$ cat config.mk
export PLATFORM = sky130hd
export DESIGN_NAME = hazard_stall_ctrl
export DESIGN_NICKNAME = d
export VERILOG_FILES = /design/src/rtl/pipe_ctrl_pkg.sv /design/src/rtl/sat_counter.sv /design/src/rtl/hazard_stall_ctrl.sv
export SDC_FILE = /design/constraint.sdc
export NUM_CORES = 1
export LEC_CHECK = 0
export BUFFER_PORTS_ARGS = -buffer_cell sky130_fd_sc_hd__buf_2
export CORE_ASPECT_RATIO = 0.7
export CORE_UTILIZATION = 50
export CTS_CLUSTER_SIZE = 16
export DETAILED_ROUTE_END_ITERATION = 10
export PLACE_DENSITY = 0.76
export SLEW_MARGIN = 15
export SYNTH_ARGS = -nofsm -noshare
export SYNTH_HDL_FRONTEND = slang
export SYNTH_SLANG_ARGS = --single-unit
export TNS_END_PERCENT = 1
$ cat constraint.sdc
create_clock -name clk_i -period 2.7 [get_ports clk_i]
set_input_delay 0.27 -clock clk_i [delete_from_list [all_inputs] [get_ports clk_i]]
set_output_delay 0.27 -clock clk_i [all_outputs]
set_load 0.01 [all_outputs]
$ cat src/rtl/pipe_ctrl_pkg.sv
// ----------------------------------------------------------------------------
// pipe_ctrl_pkg
// Shared definitions for the pipeline hazard/stall control slice:
//   - state_e             : stall sequencer states (RUN, BUBBLE)
//   - REG_ADDR_W          : register address width
//   - BRANCH_LOAD_BUBBLES_DEF : default bubble count for load -> ID-branch
//   - REG_X0              : address of the hard-wired zero register
// ----------------------------------------------------------------------------
package pipe_ctrl_pkg;

    typedef enum logic [0:0] {
        RUN    = 1'b0,
        BUBBLE = 1'b1
    } state_e;

    localparam int REG_ADDR_W              = 5;
    localparam int BRANCH_LOAD_BUBBLES_DEF = 2;

    localparam logic [REG_ADDR_W-1:0] REG_X0 = 5'd0;

endpackage : pipe_ctrl_pkg

$ cat src/rtl/sat_counter.sv
// ----------------------------------------------------------------------------
// sat_counter
// Saturating up-counter used for pipeline performance statistics.
// Ports:
//   clk_i   : clock, rising edge
//   rst_i   : synchronous active-high reset, clears the count
//   inc_i   : increment request for this cycle
//   count_o : current count, sticks at all-ones instead of wrapping
// ----------------------------------------------------------------------------
module sat_counter #(
    parameter int CNT_W = 32
) (
    input  logic             clk_i,
    input  logic             rst_i,
    input  logic             inc_i,
    output logic [CNT_W-1:0] count_o
);

    logic [CNT_W-1:0] count_d;
    logic [CNT_W-1:0] count_q;

    // Next count: increment unless already saturated.
    always_comb begin
        count_d = count_q;
        if (inc_i && (count_q != {CNT_W{1'b1}})) begin
            count_d = count_q + {{(CNT_W-1){1'b0}}, 1'b1};
        end else begin
            count_d = count_q;
        end
    end

    // Count register with synchronous reset.
    always_ff @(posedge clk_i) begin
        if (rst_i) begin
            count_q <= {CNT_W{1'b0}};
        end else begin
            count_q <= count_d;
        end
    end

    assign count_o = count_q;

endmodule : sat_counter

$ cat src/rtl/hazard_stall_ctrl.sv
// ----------------------------------------------------------------------------
// hazard_stall_ctrl
// Hazard detection and stall sequencer for a 5-stage pipeline that resolves
// branches in ID. Detects load-use and ALU->ID-branch hazards, sequences
// multi-bubble stalls, freezes the pipe on data-memory wait, flushes IF/ID on
// taken branches and keeps saturating stall/flush cycle counters.
// Ports:
//   clk_i, rst_i                 : clock, synchronous active-high reset
//   IFID_RegisterRs1/Rs2_i       : source registers of the ID instruction
//   IFID_Branch_i                : ID instruction is a branch
//   IDEX_MemRead_i/RegWrite_i    : EX instruction is a load / writes a reg
//   IDEX_RegisterRd_i            : destination of the EX instruction
//   Branch_taken_i               : ID-stage branch outcome
//   mem_stall_i                  : data memory busy, freeze everything
//   stall_o                      : zero ID/EX control (insert bubble)
//   PCWrite_o, IFIDWrite_o       : PC and IF/ID write enables
//   IFID_flush_o                 : clear IF/ID to NOP
//   freeze_o                     : hold all pipeline registers
//   stall_cnt_o, flush_cnt_o     : bubble / flush cycle counters
// ----------------------------------------------------------------------------
module hazard_stall_ctrl
    import pipe_ctrl_pkg::*;
#(
    parameter int REG_ADDR_W          = pipe_ctrl_pkg::REG_ADDR_W,
    parameter int BRANCH_LOAD_BUBBLES = pipe_ctrl_pkg::BRANCH_LOAD_BUBBLES_DEF,
    parameter int CNT_W               = 32
) (
    input  logic                  clk_i,
    input  logic                  rst_i,
    input  logic [REG_ADDR_W-1:0] IFID_RegisterRs1_i,
    input  logic [REG_ADDR_W-1:0] IFID_RegisterRs2_i,
    input  logic                  IFID_Branch_i,
    input  logic                  IDEX_MemRead_i,
    input  logic                  IDEX_RegWrite_i,
    input  logic [REG_ADDR_W-1:0] IDEX_RegisterRd_i,
    input  logic                  Branch_taken_i,
    input  logic                  mem_stall_i,
    output logic                  stall_o,
    output logic                  PCWrite_o,
    output logic                  IFIDWrite_o,
    output logic                  IFID_flush_o,
    output logic                  freeze_o,
    output logic [CNT_W-1:0]      stall_cnt_o,
    output logic [CNT_W-1:0]      flush_cnt_o
);

    // Bubble count never exceeds 3, so two bits of remaining are enough.
    localparam int REM_W = 2;

    state_e           state_d, state_q;
    logic [REM_W-1:0] remaining_d, remaining_q;

    logic             match_s;
    logic             load_use_s;
    logic             alu_branch_s;
    logic             hazard_s;
    logic [REM_W-1:0] needed_s;

    // Hazard detection; a write to x0 can never create a dependency.
    always_comb begin
        match_s      = (IDEX_RegisterRd_i != REG_X0[REG_ADDR_W-1:0]) &&
                       ((IDEX_RegisterRd_i == IFID_RegisterRs1_i) ||
                        (IDEX_RegisterRd_i == IFID_RegisterRs2_i));
        load_use_s   = IDEX_MemRead_i && match_s;
        alu_branch_s = IFID_Branch_i && IDEX_RegWrite_i && !IDEX_MemRead_i && match_s;
        hazard_s     = load_use_s || alu_branch_s;
        if (load_use_s && IFID_Branch_i) begin
            needed_s = REM_W'(BRANCH_LOAD_BUBBLES);
        end else begin
            needed_s = 2'd1;
        end
    end

    // Sequencer next state and Mealy outputs; freeze outranks everything.
    always_comb begin
        state_d      = state_q;
        remaining_d  = remaining_q;
        stall_o      = 1'b0;
        PCWrite_o    = 1'b1;
        IFIDWrite_o  = 1'b1;
        freeze_o     = 1'b0;
        if (rst_i) begin
            state_d     = RUN;
            remaining_d = 2'd0;
        end else if (mem_stall_i) begin
            // Everything holds; a pending hazard is seen again once released.
            freeze_o    = 1'b1;
            PCWrite_o   = 1'b0;
            IFIDWrite_o = 1'b0;
        end else begin
            case (state_q)
                RUN: begin
                    if (hazard_s) begin
                        stall_o     = 1'b1;
                        PCWrite_o   = 1'b0;
                        IFIDWrite_o = 1'b0;
                        if (needed_s > 2'd1) begin
                            state_d     = BUBBLE;
                            remaining_d = needed_s - 2'd1;
                        end else begin
                            state_d = RUN;
                        end
                    end else begin
                        state_d = RUN;
                    end
                end
                BUBBLE: begin
                    // ID/EX holds a bubble, so detection results are stale here.
                    stall_o     = 1'b1;
                    PCWrite_o   = 1'b0;
                    IFIDWrite_o = 1'b0;
                    if (remaining_q <= 2'd1) begin
                        state_d     = RUN;
                        remaining_d = 2'd0;
                    end else begin
                        remaining_d = remaining_q - 2'd1;
                    end
                end
                default: begin
                    state_d     = RUN;
                    remaining_d = 2'd0;
                end
            endcase
        end
        // Branch operands are not valid while stalling, so no flush then.
        IFID_flush_o = Branch_taken_i && !stall_o && !freeze_o && !rst_i;
    end

    // Sequencer state registers.
    always_ff @(posedge clk_i) begin
        if (rst_i) begin
            state_q     <= RUN;
            remaining_q <= 2'd0;
        end else begin
            state_q     <= state_d;
            remaining_q <= remaining_d;
        end
    end

    sat_counter #(.CNT_W(CNT_W)) u_stall_cnt (
        .clk_i   (clk_i),
        .rst_i   (rst_i),
        .inc_i   (stall_o),
        .count_o (stall_cnt_o)
    );

    sat_counter #(.CNT_W(CNT_W)) u_flush_cnt (
        .clk_i   (clk_i),
        .rst_i   (rst_i),
        .inc_i   (IFID_flush_o),
        .count_o (flush_cnt_o)
    );

endmodule : hazard_stall_ctrl

==> impl_metrics.env <==
export IMPL_outcome="complete, no violations"
export IMPL_cts_buffers=9
export IMPL_die_h_um=73.46
export IMPL_p_leak_nw=1.651
export IMPL_antenna_found_initial=0
export IMPL_rrSetupSlack_ns=0.12
export IMPL_syn2layout_area_growth_pct=21.34
export IMPL_whs_path_depth=4
export IMPL_final_setup_skew_ns=0.007786
export IMPL_finalWeightedCongestion=0.8523
export IMPL_power_share_clock_pct=42.9
export IMPL_clock_latency_ns=0.34
export IMPL_max_slew_margin_rel_pct=51.97
export IMPL_coreArea_um2=6913
export IMPL_antenna_cells=0
export IMPL_holdPathEnd="remaining_q[0]"
export IMPL_syn_avg_cell_area_um2=7.998
export IMPL_fin_total_pwr_mw=1.957
export IMPL_drc=0
export IMPL_pwr_share_seq_pct=50.6
export IMPL_initial_core_util_pct=52.76
export IMPL_syn_num_nets=480
export IMPL_yosysWarnings=0
export IMPL_cts_setup_buffers=0
export IMPL_nNetsFinal=568
export IMPL_cellPowerDensity_nw_per_um2=442.2
export IMPL_slew_violations=0
export IMPL_dp_slack_ns=0.07096
export IMPL_fmax_ghz=0.3874
export IMPL_rsz0062_at_grt="no"
export IMPL_final_common_cell="buf_2"
export IMPL_synth_seq_cells=67
export IMPL_r2r_cells=7
export IMPL_hp_class="input port to register"
export IMPL_finalSetupViolCount=0
export IMPL_htreeDepth=3
export IMPL_synthArstFlopShare_pct=0
export IMPL_yosysSeqAreaShare_pct=36.78
export IMPL_ir_drop_uv=257.1
export IMPL_ant_nets=0
export IMPL_ys_flop_type="dfxtp_1"
export IMPL_r2r_start="state_q"
export IMPL_arrival_ns=2.85
export IMPL_crit_chain="or4b_1 > or4b_1 > nor3_2 > o311ai_1 > buf_4 > or3_1 > a21oi_1"
export IMPL_p_switching_uw=451.8
export IMPL_internal_power_mw=1.505
export IMPL_setup_worst_path_class="register to register"
export IMPL_synth_edf_count=0
export IMPL_synth_area_um2=3647
export IMPL_endpoint_kind="register"
export IMPL_pwr_share_comb_pct=6.4
export IMPL_worst_pin_slew_ns=0.7205
export IMPL_clk_path_buf_depth=2
export IMPL_start_kind="register"
export IMPL_crit_buf_inv=1
export IMPL_grt_pass1_vias=3444
export IMPL_min_from="IFID_Branch_i"
export IMPL_wl_per_cell_um=15.16
export IMPL_fin_ws_ns=0.1185
export IMPL_hold_buffers=0
export IMPL_dp_final_hpwl_mm=6.957
export IMPL_netlist_instances=456
export IMPL_die_area_um2=7645
export IMPL_final_layout_size_suffix_gt1_share_pct=24.64
export IMPL_critPathMaxFanout=6
export IMPL_dp_cells=627
export IMPL_grt_max_degree=72
export IMPL_worst_path_dominant_cell_family="simple AND/OR/NAND/NOR gates"
export IMPL_fin_crit_sh_pct=95.61
export IMPL_slowest_stage="or4b_1"
export IMPL_setup_tns_final_ns=0
export IMPL_num_io_pins=91
export IMPL_cts_tree="done"
export IMPL_cpMostUsedCell="or4b_1"
export IMPL_yosysUniqueCellTypes=48
export IMPL_timing_rr_end="u_flush_cnt.count_o[23]"
export IMPL_cts_root_buf="clkbuf_8"
export IMPL_dr_pass1_iters=6
export IMPL_clk_pin_slew_worst_paths_ns=0.07
export IMPL_drt_iter0_drc=218
export IMPL_finalWirelength_mm=9.732
export IMPL_cts_sinks=67
export IMPL_holdWs_ns=0.4033
export IMPL_layout_common_cells="buf_2, dfxtp_1, a21oi_1"
export IMPL_cp_slowest_stage_delay_ns=0.61
export IMPL_final_cells=642
export IMPL_overflow=0
export IMPL_hold_viol_final=0
export IMPL_critPathRequiredTime_ns=2.97
export IMPL_ctsResizeCount=0
export IMPL_grt_pass1_wl_mm=15.97
export IMPL_fin_crit_ns=2.581
export IMPL_grt_usage_pct=25.91
export IMPL_switching_share_pct=23.09
export IMPL_maxCapViolCount=0
export IMPL_num_rows=25
export IMPL_num_vias=3922
export IMPL_die_w_um=104.1
export IMPL_via_per_inst=6.109
export IMPL_numPortBuffers=90
## cell type report
class / instances / area (um2)
Sequential cell: 67 / 1341
Tap cell: 94 / 117.6
Multi-Input combinational cell: 350 / 2152
Inverter: 10 / 37.54
Fill cell: 627 / 2487
Clock inverter: 2 / 35.03
Timing Repair Buffer: 106 / 583.1
Clock buffer: 13 / 158.9
## worst min-delay path, stage by stage
cell and delay [ns]:
buf_2 0.13, o2111ai_1 0.09, or2_2 0.13, a31oi_1 0.07
## cells by family (layout without fill, tap and decap cells)
group                      Yosys count  count (layout)  share of synthesized area, %
DFF                                 67              67                         36.78
AOI/OAI and AO/OA                  116             116                         19.04
and+or+nand+nor                    209             209                         32.76
buffers and inverters               39             131                         4.494
muxes                               11              11                         3.362
xor gates and xnor gates            12              12                         2.882
adders and majority gates            2               2                        0.6860
## power by group through the flow
stage               registers, mW  clock network [mW]  logic [mW]
global placement             1.01                   0       0.121
CTS                         0.991               0.853       0.125
detailed placement           1.01                   0       0.125
finish                      0.991               0.840       0.126
floorplan                    1.01                   0      0.0745
global route                0.991               0.893       0.138
## cells in the mapped netlist (3+ instances only)
cell      count  area share [%]
clkbuf_1     20             2.1
buf_2         4            0.55
o41ai_1       4            0.96
nand3_1      24             3.3
a21oi_1      47             6.4
dfxtp_1      67              37
nand4_1      22             3.8
mux2_2       10             3.1
nor2b_1      10             1.7
nor3_1       13             1.8
nor2_1       21             2.2
o311ai_0      5             1.2
nor4_1        8             1.4
inv_1        10             1.0
or3_1        31             5.3
or2_2         3            0.51
o31ai_1      19             3.9
nand2_1      29             3.0
xnor2_1      10             2.4
or4_1        18             3.7
and3_1       11             1.9
o21ai_0      30             4.1
and4_1        5             1.2
and2_1        4            0.69
## per-stage QoR
step / util, % / area (um2)
2_1_floorplan: - / 3647
3_3_place_gp: 61.21 / 4232
3_5_place_dp: 61.21 / 4232
4_1_cts: 64.02 / 4425
5_1_grt: 64.02 / 4425
6_report: 64.02 / 4425
## how the worst max path moves through the flow
stage / startpoint / end / slack [ns] / cells after the start
6_report: state_q / u_flush_cnt.count_o[23] / 0.12 / 7
3_3_place_gp: mem_stall_i / u_flush_cnt.count_o[21] / 0.14 / 8
5_1_grt: state_q / u_flush_cnt.count_o[23] / 0.03 / 7
3_5_place_dp: mem_stall_i / u_flush_cnt.count_o[23] / 0.07 / 8
2_1_floorplan: state_q / u_flush_cnt.count_o[29] / 0.20 / 9
4_1_cts: state_q / u_flush_cnt.count_o[23] / 0.12 / 7
## state kept, by name (all words and copies together), names as in the netlist
name                 flops
state_q                  1
u_stall_cnt.count_o     32
u_flush_cnt.count_o     32
remaining_q              2
## metal layers
metal / share of wire (%) / track usage [%] / vias up
li1: - / - / 1910
met1: 48 / 34.33 / 1840
met2: 44 / 41.70 / 154
met3: 6.1 / 5.590 / 18
met4: 1.8 / 10.16 / 0
met5: 0 / 0 / -
(Power assumes the default switching activity.)
